<file path="src/rtl/reorder_buffer_pkg.sv">
// Shared core types for the reorder buffer: depth constants and the entry layout.
package core_types;
   localparam int ROB_DEPTH      = 8;
   localparam int ROB_DEPTH_BITS = $clog2(ROB_DEPTH);

   typedef struct packed {
      logic        valid;
      logic        done;
      logic        uses_rw;
      logic [4:0]  rw_addr;
      logic [5:0]  phy;
      logic [31:0] data;
   } rob_entry_t;
endpackage

</file>
<file path="src/rtl/reorder_buffer.sv">
// In-order completion tracker: allocate at tail, complete by tag, retire from head.
// Optional macro ROB_WB_BYPASS_EN lets a writeback to the head retire in the same cycle.
module reorder_buffer #(
   parameter int ROB_DEPTH      = core_types::ROB_DEPTH,
   parameter int ROB_DEPTH_BITS = $clog2(ROB_DEPTH)
) (
   input  logic                      clk,
   input  logic                      rst_n,
   input  logic                      alloc_valid,
   input  logic                      alloc_uses_rw,
   input  logic [4:0]                alloc_rw_addr,
   input  logic [5:0]                alloc_phy,
   output logic [ROB_DEPTH_BITS-1:0] rob_tag,
   output logic                      rob_full,
   output logic                      rob_empty,
   input  logic                      wb_valid,
   input  logic [ROB_DEPTH_BITS-1:0] wb_tag,
   input  logic [31:0]               wb_data,
   input  logic                      flush,
   output logic                      commit_wr_en,
   output logic [5:0]                commit_wr_addr,
   output logic [31:0]               commit_wr_data
);
   import core_types::*;

   rob_entry_t                ent_q [ROB_DEPTH];
   rob_entry_t                ent_d [ROB_DEPTH];
   rob_entry_t                head_ent;
   logic [ROB_DEPTH_BITS-1:0] head_q, head_d, tail_q, tail_d;
   logic [ROB_DEPTH_BITS:0]   count_q, count_d;
   logic                      commit_wr_en_q, commit_wr_en_d;
   logic [5:0]                commit_wr_addr_q, commit_wr_addr_d;
   logic [31:0]               commit_wr_data_q, commit_wr_data_d;
   logic                      alloc_ok, retire, bypass;

   assign rob_tag        = tail_q;
   assign rob_full       = (count_q == (ROB_DEPTH_BITS+1)'(ROB_DEPTH));
   assign rob_empty      = (count_q == '0);
   assign commit_wr_en   = commit_wr_en_q;
   assign commit_wr_addr = commit_wr_addr_q;
   assign commit_wr_data = commit_wr_data_q;

   always_comb begin
      ent_d            = ent_q;
      head_d           = head_q;
      tail_d           = tail_q;
      commit_wr_en_d   = 1'b0;
      commit_wr_addr_d = commit_wr_addr_q;
      commit_wr_data_d = commit_wr_data_q;
      head_ent         = ent_q[head_q];
      // Full is judged on registered occupancy, so a retire never frees a slot in its own cycle.
      alloc_ok         = alloc_valid & ~rob_full;
`ifdef ROB_WB_BYPASS_EN
      bypass           = wb_valid & (wb_tag == head_q) & head_ent.valid;
`else
      bypass           = 1'b0;
`endif
      retire           = head_ent.valid & (head_ent.done | bypass);

      if (wb_valid && ent_q[wb_tag].valid) begin
         ent_d[wb_tag].done = 1'b1;
         ent_d[wb_tag].data = wb_data;
      end

      if (retire) begin
         ent_d[head_q].valid = 1'b0;
         head_d              = head_q + ROB_DEPTH_BITS'(1);
         commit_wr_en_d      = head_ent.uses_rw & (head_ent.rw_addr != 5'd0);
         commit_wr_addr_d    = head_ent.phy;
         commit_wr_data_d    = bypass ? wb_data : head_ent.data;
      end

      if (alloc_ok) begin
         ent_d[tail_q].valid   = 1'b1;
         ent_d[tail_q].done    = 1'b0;
         ent_d[tail_q].uses_rw = alloc_uses_rw;
         ent_d[tail_q].rw_addr = alloc_rw_addr;
         ent_d[tail_q].phy     = alloc_phy;
         ent_d[tail_q].data    = '0;
         tail_d                = tail_q + ROB_DEPTH_BITS'(1);
      end

      count_d = count_q + {{ROB_DEPTH_BITS{1'b0}}, alloc_ok} - {{ROB_DEPTH_BITS{1'b0}}, retire};

      if (flush) begin
         for (int i = 0; i < ROB_DEPTH; i++) ent_d[i].valid = 1'b0;
         head_d         = '0;
         tail_d         = '0;
         count_d        = '0;
         commit_wr_en_d = 1'b0;
      end
   end

   always_ff @(posedge clk) begin
      if (!rst_n) begin
         for (int i = 0; i < ROB_DEPTH; i++) ent_q[i] <= '0;
         head_q           <= '0;
         tail_q           <= '0;
         count_q          <= '0;
         commit_wr_en_q   <= 1'b0;
         commit_wr_addr_q <= '0;
         commit_wr_data_q <= '0;
      end else begin
         for (int i = 0; i < ROB_DEPTH; i++) ent_q[i] <= ent_d[i];
         head_q           <= head_d;
         tail_q           <= tail_d;
         count_q          <= count_d;
         commit_wr_en_q   <= commit_wr_en_d;
         commit_wr_addr_q <= commit_wr_addr_d;
         commit_wr_data_q <= commit_wr_data_d;
      end
   end
endmodule
</file>
<file path="config.mk">
export PLATFORM = sky130hd
export DESIGN_NAME = reorder_buffer
export DESIGN_NICKNAME = d
export VERILOG_FILES = /design/src/rtl/reorder_buffer_pkg.sv /design/src/rtl/reorder_buffer.sv
export SDC_FILE = /design/constraint.sdc
export NUM_CORES = 1
export LEC_CHECK = 0
export ABC_AREA = 1
export CORE_UTILIZATION = 60
export DETAILED_ROUTE_END_ITERATION = 6
export PLACE_DENSITY = 0.75
export REMOVE_ABC_BUFFERS = 1
export SKIP_LAST_GASP = 1
export SLEW_MARGIN = 15
export SYNTH_ARGS = -nofsm -noshare
export SYNTH_HDL_FRONTEND = slang
export SYNTH_SLANG_ARGS = --single-unit
</file>
<file path="constraint.sdc">
create_clock -name clk -period 6 [get_ports clk]
set_input_delay 0.6 -clock clk [delete_from_list [all_inputs] [get_ports clk]]
set_output_delay 0.6 -clock clk [all_outputs]
set_load 0.01 [all_outputs]
</file>
# After elaboration in Yosys (flattened, before gate mapping)

Index checks and enable logic that the tools add are counted.
W data, S select, Z words.

$mul: 0
Reductions and logical operators: 8
$lt $le $gt $ge: 6
Shifts and indexed selects: 0
Muxes and demuxes: 36
Bitwise operators: 9
Div/mod/pow operators: 0
Equality and inequality tests: 1
Add/subtract/negate cells: 4

Operators by type and width:

| cell                  | count |
|---|---|
| $bwmux W368           | 9 |
| $demux W46 S3         | 9 |
| $mux W368             | 3 |
| $bmux W46 S3          | 2 |
| $mux W46              | 6 |
| $mux W45              | 2 |
| $mux W32              | 2 |
| $mux W44              | 1 |
| $mux W43              | 1 |
| $mux W38              | 1 |
| $ge A4 B4 Y1 const B  | 3 |
| $lt A4 B1 Y1 const B  | 3 |
| $not A3 Y4            | 3 |
| $add A3 B1 Y3 const B | 2 |
| $reduce_bool A5 Y1    | 1 |
| $add A4 B1 Y4         | 1 |
| $eq A4 B4 Y1 const B  | 1 |
| $logic_and A1 B1 Y1   | 4 |
| $logic_not A4 Y1      | 1 |
| $sub A4 B1 Y4         | 1 |
| $and A1 B1 Y1         | 3 |
| $not A1 Y1            | 3 |
| $reduce_or A3 Y1      | 1 |
| $reduce_or A2 Y1      | 1 |

Bits in latches: 0
Memory bits (writable): 0
Memory bits (read-only): 0
Logic and storage cells: 118
Memories kept: 0
Flip-flop bits (word level): 417

# Longest topological paths before layout

Word-level depth: 17
Gate-level depth with buffers: 17
Depth with buffers taken out: 15

# Worst setup path before layout

Ideal clock, no wire load.

Path type: register to register
Start point: reg head_q[2]
End point: reg count_q[2]
Path slack: 3.508 ns
Buffers on the path: 2
Stages on the path, launching flop included: 17
Arrival time: 2.374 ns
Path through: dfxtp_1 -> buf_2 -> nor2_1 -> nand3_1 -> nand2_1 -> inv_1 -> nand2_2 -> nand2_1 -> inv_2 -> buf_2 -> ha_1 -> inv_1 -> ha_1 -> inv_1 -> fa_1 -> xor2_1 -> nor2_1

Cells in the longest elaborated chain, start to end: 6

Ends and longest elaborated chain:

| element                                     | line                  | text |
|---|---|---|
| start, declared                             | reorder_buffer.sv:29  | `logic [ROB_DEPTH_BITS-1:0] head_q, head_d, tail_q, tail_d;` |
| start signal, assigned                      | reorder_buffer.sv:97  | `head_q <= '0;` |
| start signal, assigned                      | reorder_buffer.sv:105 | `head_q <= head_d;` |
| $not A3 Y4 (implied by the code)            | reorder_buffer.sv:50  | `head_ent = ent_q[head_q];` |
| $bmux W46 S3                                | reorder_buffer.sv:50  |  |
| $mux W46 (implied by the code) (2 in a row) | reorder_buffer.sv:50  |  |
| $and A1 B1 Y1                               | reorder_buffer.sv:58  | `retire = head_ent.valid & (head_ent.done \| bypass);` |
| $sub A4 B1 Y4                               | reorder_buffer.sv:83  | `count_d = count_q + {{ROB_DEPTH_BITS{1'b0}}, alloc_ok} - {{ROB_DEPTH_BITS{1'b0}}, retire};` |
| end signal, assigned                        | reorder_buffer.sv:107 | `count_q <= count_d;` |
| end, declared                               | reorder_buffer.sv:30  | `logic [ROB_DEPTH_BITS:0] count_q, count_d;` |

Every way passes these cells. The select of a mux whose other input is x is not followed.
A chain may end at the register's enable or synchronous reset.

# Worst setup path after layout

Start point: reg head_q[0]
End point: reg commit_wr_data_q[17] (netlist: commit_wr_data[17])

Cells in the longest elaborated chain, start to end: 5

Ends and longest elaborated chain:

| element                                         | line                  | text |
|---|---|---|
| $not A3 Y4 (implied by the code) (*)            | reorder_buffer.sv:50  |  |
| $bmux W46 S3 (*)                                | reorder_buffer.sv:50  |  |
| $mux W46 (implied by the code) (*) (2 in a row) | reorder_buffer.sv:50  |  |
| $and A1 B1 Y1                                   | reorder_buffer.sv:58  |  |
| end signal, assigned                            | reorder_buffer.sv:110 | `commit_wr_data_q <= commit_wr_data_d;` |
| end, declared                                   | reorder_buffer.sv:33  | `logic [31:0] commit_wr_data_q, commit_wr_data_d;` |

Every way passes the cells marked *; elsewhere a longest branch is shown, timed or not. The select of a mux whose other input is x is not followed.

==> results.sh <==
export IMPL_synth_top_area_frac=0.403
export IMPL_insertedDiodeCount=0
export IMPL_synth_top_cells_by_count="nand2_1, inv_1, nor2_1"
export IMPL_clock_skew_ns=0.0181
export IMPL_dpl_hpwl_mm=35.3
export IMPL_yosysTopAreaCell="dfxtp_1"
export IMPL_yosys_warnings=0
export IMPL_nFillCells=2968
export IMPL_cts_max_level=2
export IMPL_grt_usage=0.357
export IMPL_synth_seq_cells=417
export IMPL_post_cts_resized=0
export IMPL_place_port_buffers=95
export IMPL_routed_wl_mm=63.4
export IMPL_grt_overflow_total=0
export IMPL_design_core_area_um2=33800
export IMPL_vdd_ir_drop_max_mv=0.203
export IMPL_dp_cells=3637
export IMPL_fin_crit_ns=3.57
export IMPL_drc=1
export IMPL_rows=67
export IMPL_finalHoldViolCount=0
export IMPL_fin_cells=3718
export IMPL_dpl_worst_slack_ns=2.21
export IMPL_criticalPathCategory="reg -> reg"
export IMPL_synth_avg_cell_area_um2=6.33
export IMPL_post_route_period_util=0.595
export IMPL_synth_main_ff_cell="dfxtp_1"
export IMPL_worstMarginPinSlew_ns=1.15
export IMPL_cp_arrival_ns=4.01
export IMPL_synth_area_um2=20700
export IMPL_end_kind="flip-flop"
export IMPL_synth_edf_count=0
export IMPL_antenna_found_initial=0
export IMPL_synthesis_instances=3272
export IMPL_worstPathRequired_ns=6.44
export IMPL_io_pins=96
export IMPL_worstSkewPairLatency_ns=0.56
export IMPL_final_core_util=0.690
export IMPL_synth_distinct_cells=24
export IMPL_seq_area_um2=8350
export IMPL_multi_input_area_um2=9060
export IMPL_cp_start_kind="flip-flop"
export IMPL_nets=3297
export IMPL_synthToLayoutAreaGrowth_pct=12.5
export IMPL_synth_most_common_cell="nand2_1"
export IMPL_layout_drive_gt1_share=0.0459
export IMPL_clkTransAtPathRegs_ns=0.06
export IMPL_crit_path_max_fanout=116
export IMPL_initial_utilization=0.613
export IMPL_root_buffer="clkbuf_16"
export IMPL_worst_slack_ns=2.43
export IMPL_grt_max_degree=117
export IMPL_numCtsBuffers=45
export IMPL_seq_area_frac_synth=0.403
export IMPL_rsz0062_at_grt="false"
export IMPL_hp_class="reg -> reg"
export IMPL_grt_pass1_vias=19400
export IMPL_drv_slew=0
export IMPL_gp_congestion=0.870
export IMPL_clock_sinks=417
export IMPL_power_leakage_uw=0.0105
export IMPL_cap_violations=0
export IMPL_synthTopCellsByArea="dfxtp_1, nand2_1, inv_1"
export IMPL_grt_first_pass_wirelength_mm=102
export IMPL_finalSetupViolCount=0
export IMPL_pwr_density_cell_nw_per_um2=261
export IMPL_first_pass_iters=7
export IMPL_violations="design-rule violations"
export IMPL_status="complete, but fails checks"
export IMPL_async_reset_ff_frac=0
export IMPL_die_area_um2=35300
export IMPL_postCtsHoldBufs=0
export IMPL_cts_setup_buffers=0
export IMPL_drtIter0Drc=2033
export IMPL_clk_path_buf_depth=3
export IMPL_relSlewSlack=0.230
export IMPL_num_vias=20700
export IMPL_die_w_um=188
export IMPL_ant_nets=0
export IMPL_post_drt_wl_per_cell_um=17.0
export IMPL_max_freq_ghz=0.280
export IMPL_tritoncts="built"
export IMPL_die_y_um=188
export IMPL_vias_per_cell=5.57
==> power by group <==
group	switching (uW)	internal (uW)	total, uW	leakage (uW)
Combinational	262	96.1	358	0.00637
Clock	1150	1780	2930	0.000787
Sequential	8.66	2790	2800	0.00336
==> through the flow <==
step | setup TNS [ns] | power [uW] | hold slack (ns) | area (um^2)
6_report | 0 | 6090 | 0.448 | 23300
4_1_cts | 0 | 6090 | 0.448 | 23300
2_1_floorplan | -445.93 | 3020 | 0.419 | 19800
3_5_place_dp | 0 | 3200 | 0.439 | 21700
5_1_grt | 0 | 6240 | 0.463 | 23300
3_3_place_gp | 0 | 3200 | 0.429 | 21700
==> path summary, 6_finish.rpt <==
kind,start,end,slack (ns),cells after the start
hold reg to reg,ent_q[37],ent_q[37],0.45,2
setup / recovery,head_q[0],commit_wr_data[17],2.43,8
setup reg to reg,head_q[0],commit_wr_data[17],2.43,8
hold / removal,ent_q[37],ent_q[37],0.45,2
==> logic make-up after synthesis <==
kind of cell    count (synthesis)  share of synthesized area
buf+inv                       875                      0.163
flops                         417                      0.403
fa+ha+maj                       9                    0.00580
compound gates                521                      0.127
xor+xnor                        2                   0.000846
simple gates                 1448                      0.301
==> layout make-up <==
| type | count | share of cell area |
|---|---|---|
| Multi-Input combinational cell | 1980 | 0.389 |
| Sequential cell | 417 | 0.358 |
| Inverter | 650 | 0.105 |
| Clock buffer | 71 | 0.0621 |
| Timing Repair Buffer | 142 | 0.0559 |
| Tap cell | 448 | 0.0241 |
| Clock inverter | 10 | 0.00569 |
==> critical path, stage by stage (launching register included) <==
cell and delay (ns):
dfxtp_4 0.53, inv_6 0.69, buf_4 0.63, buf_4 0.71
a21oi_1 0.14, o21ai_0 0.16, nand2_1 0.12, nor3_1 0.28
nor2_1 0.09
==> placed cells by master, fill, tap and decap left out, types with 7 or more instances in the layout <==
cell             instances
a21oi_1                205
buf_4                   48
clkbuf_16               47
clkbuf_8                18
clkdlybuf4s50_1         93
dfxtp_1                416
ha_1                     8
inv_1                  644
nand2_1                648
nand3_1                 36
nand4_1                263
nor2_1                 435
nor2_2                   7
nor3_1                  45
o21ai_0                308
==> layer usage <==
layer  track usage  up-vias  routed length (um)
li1              -    10100                   -
met1         0.472     9358               26200
met2         0.575     1050               28400
met3        0.0612      175                6190
met4         0.152        0                2570
met5             0        -                   0
==> state kept, by name (all words and copies together) (netlist names) <==
name and cells:
rob_tag 3, head_q 3, commit_wr_addr 6, commit_wr_en 1
commit_wr_data 32, ent_q 368, count_q 4
No activity file was read; power rests on OpenSTA's default activity.
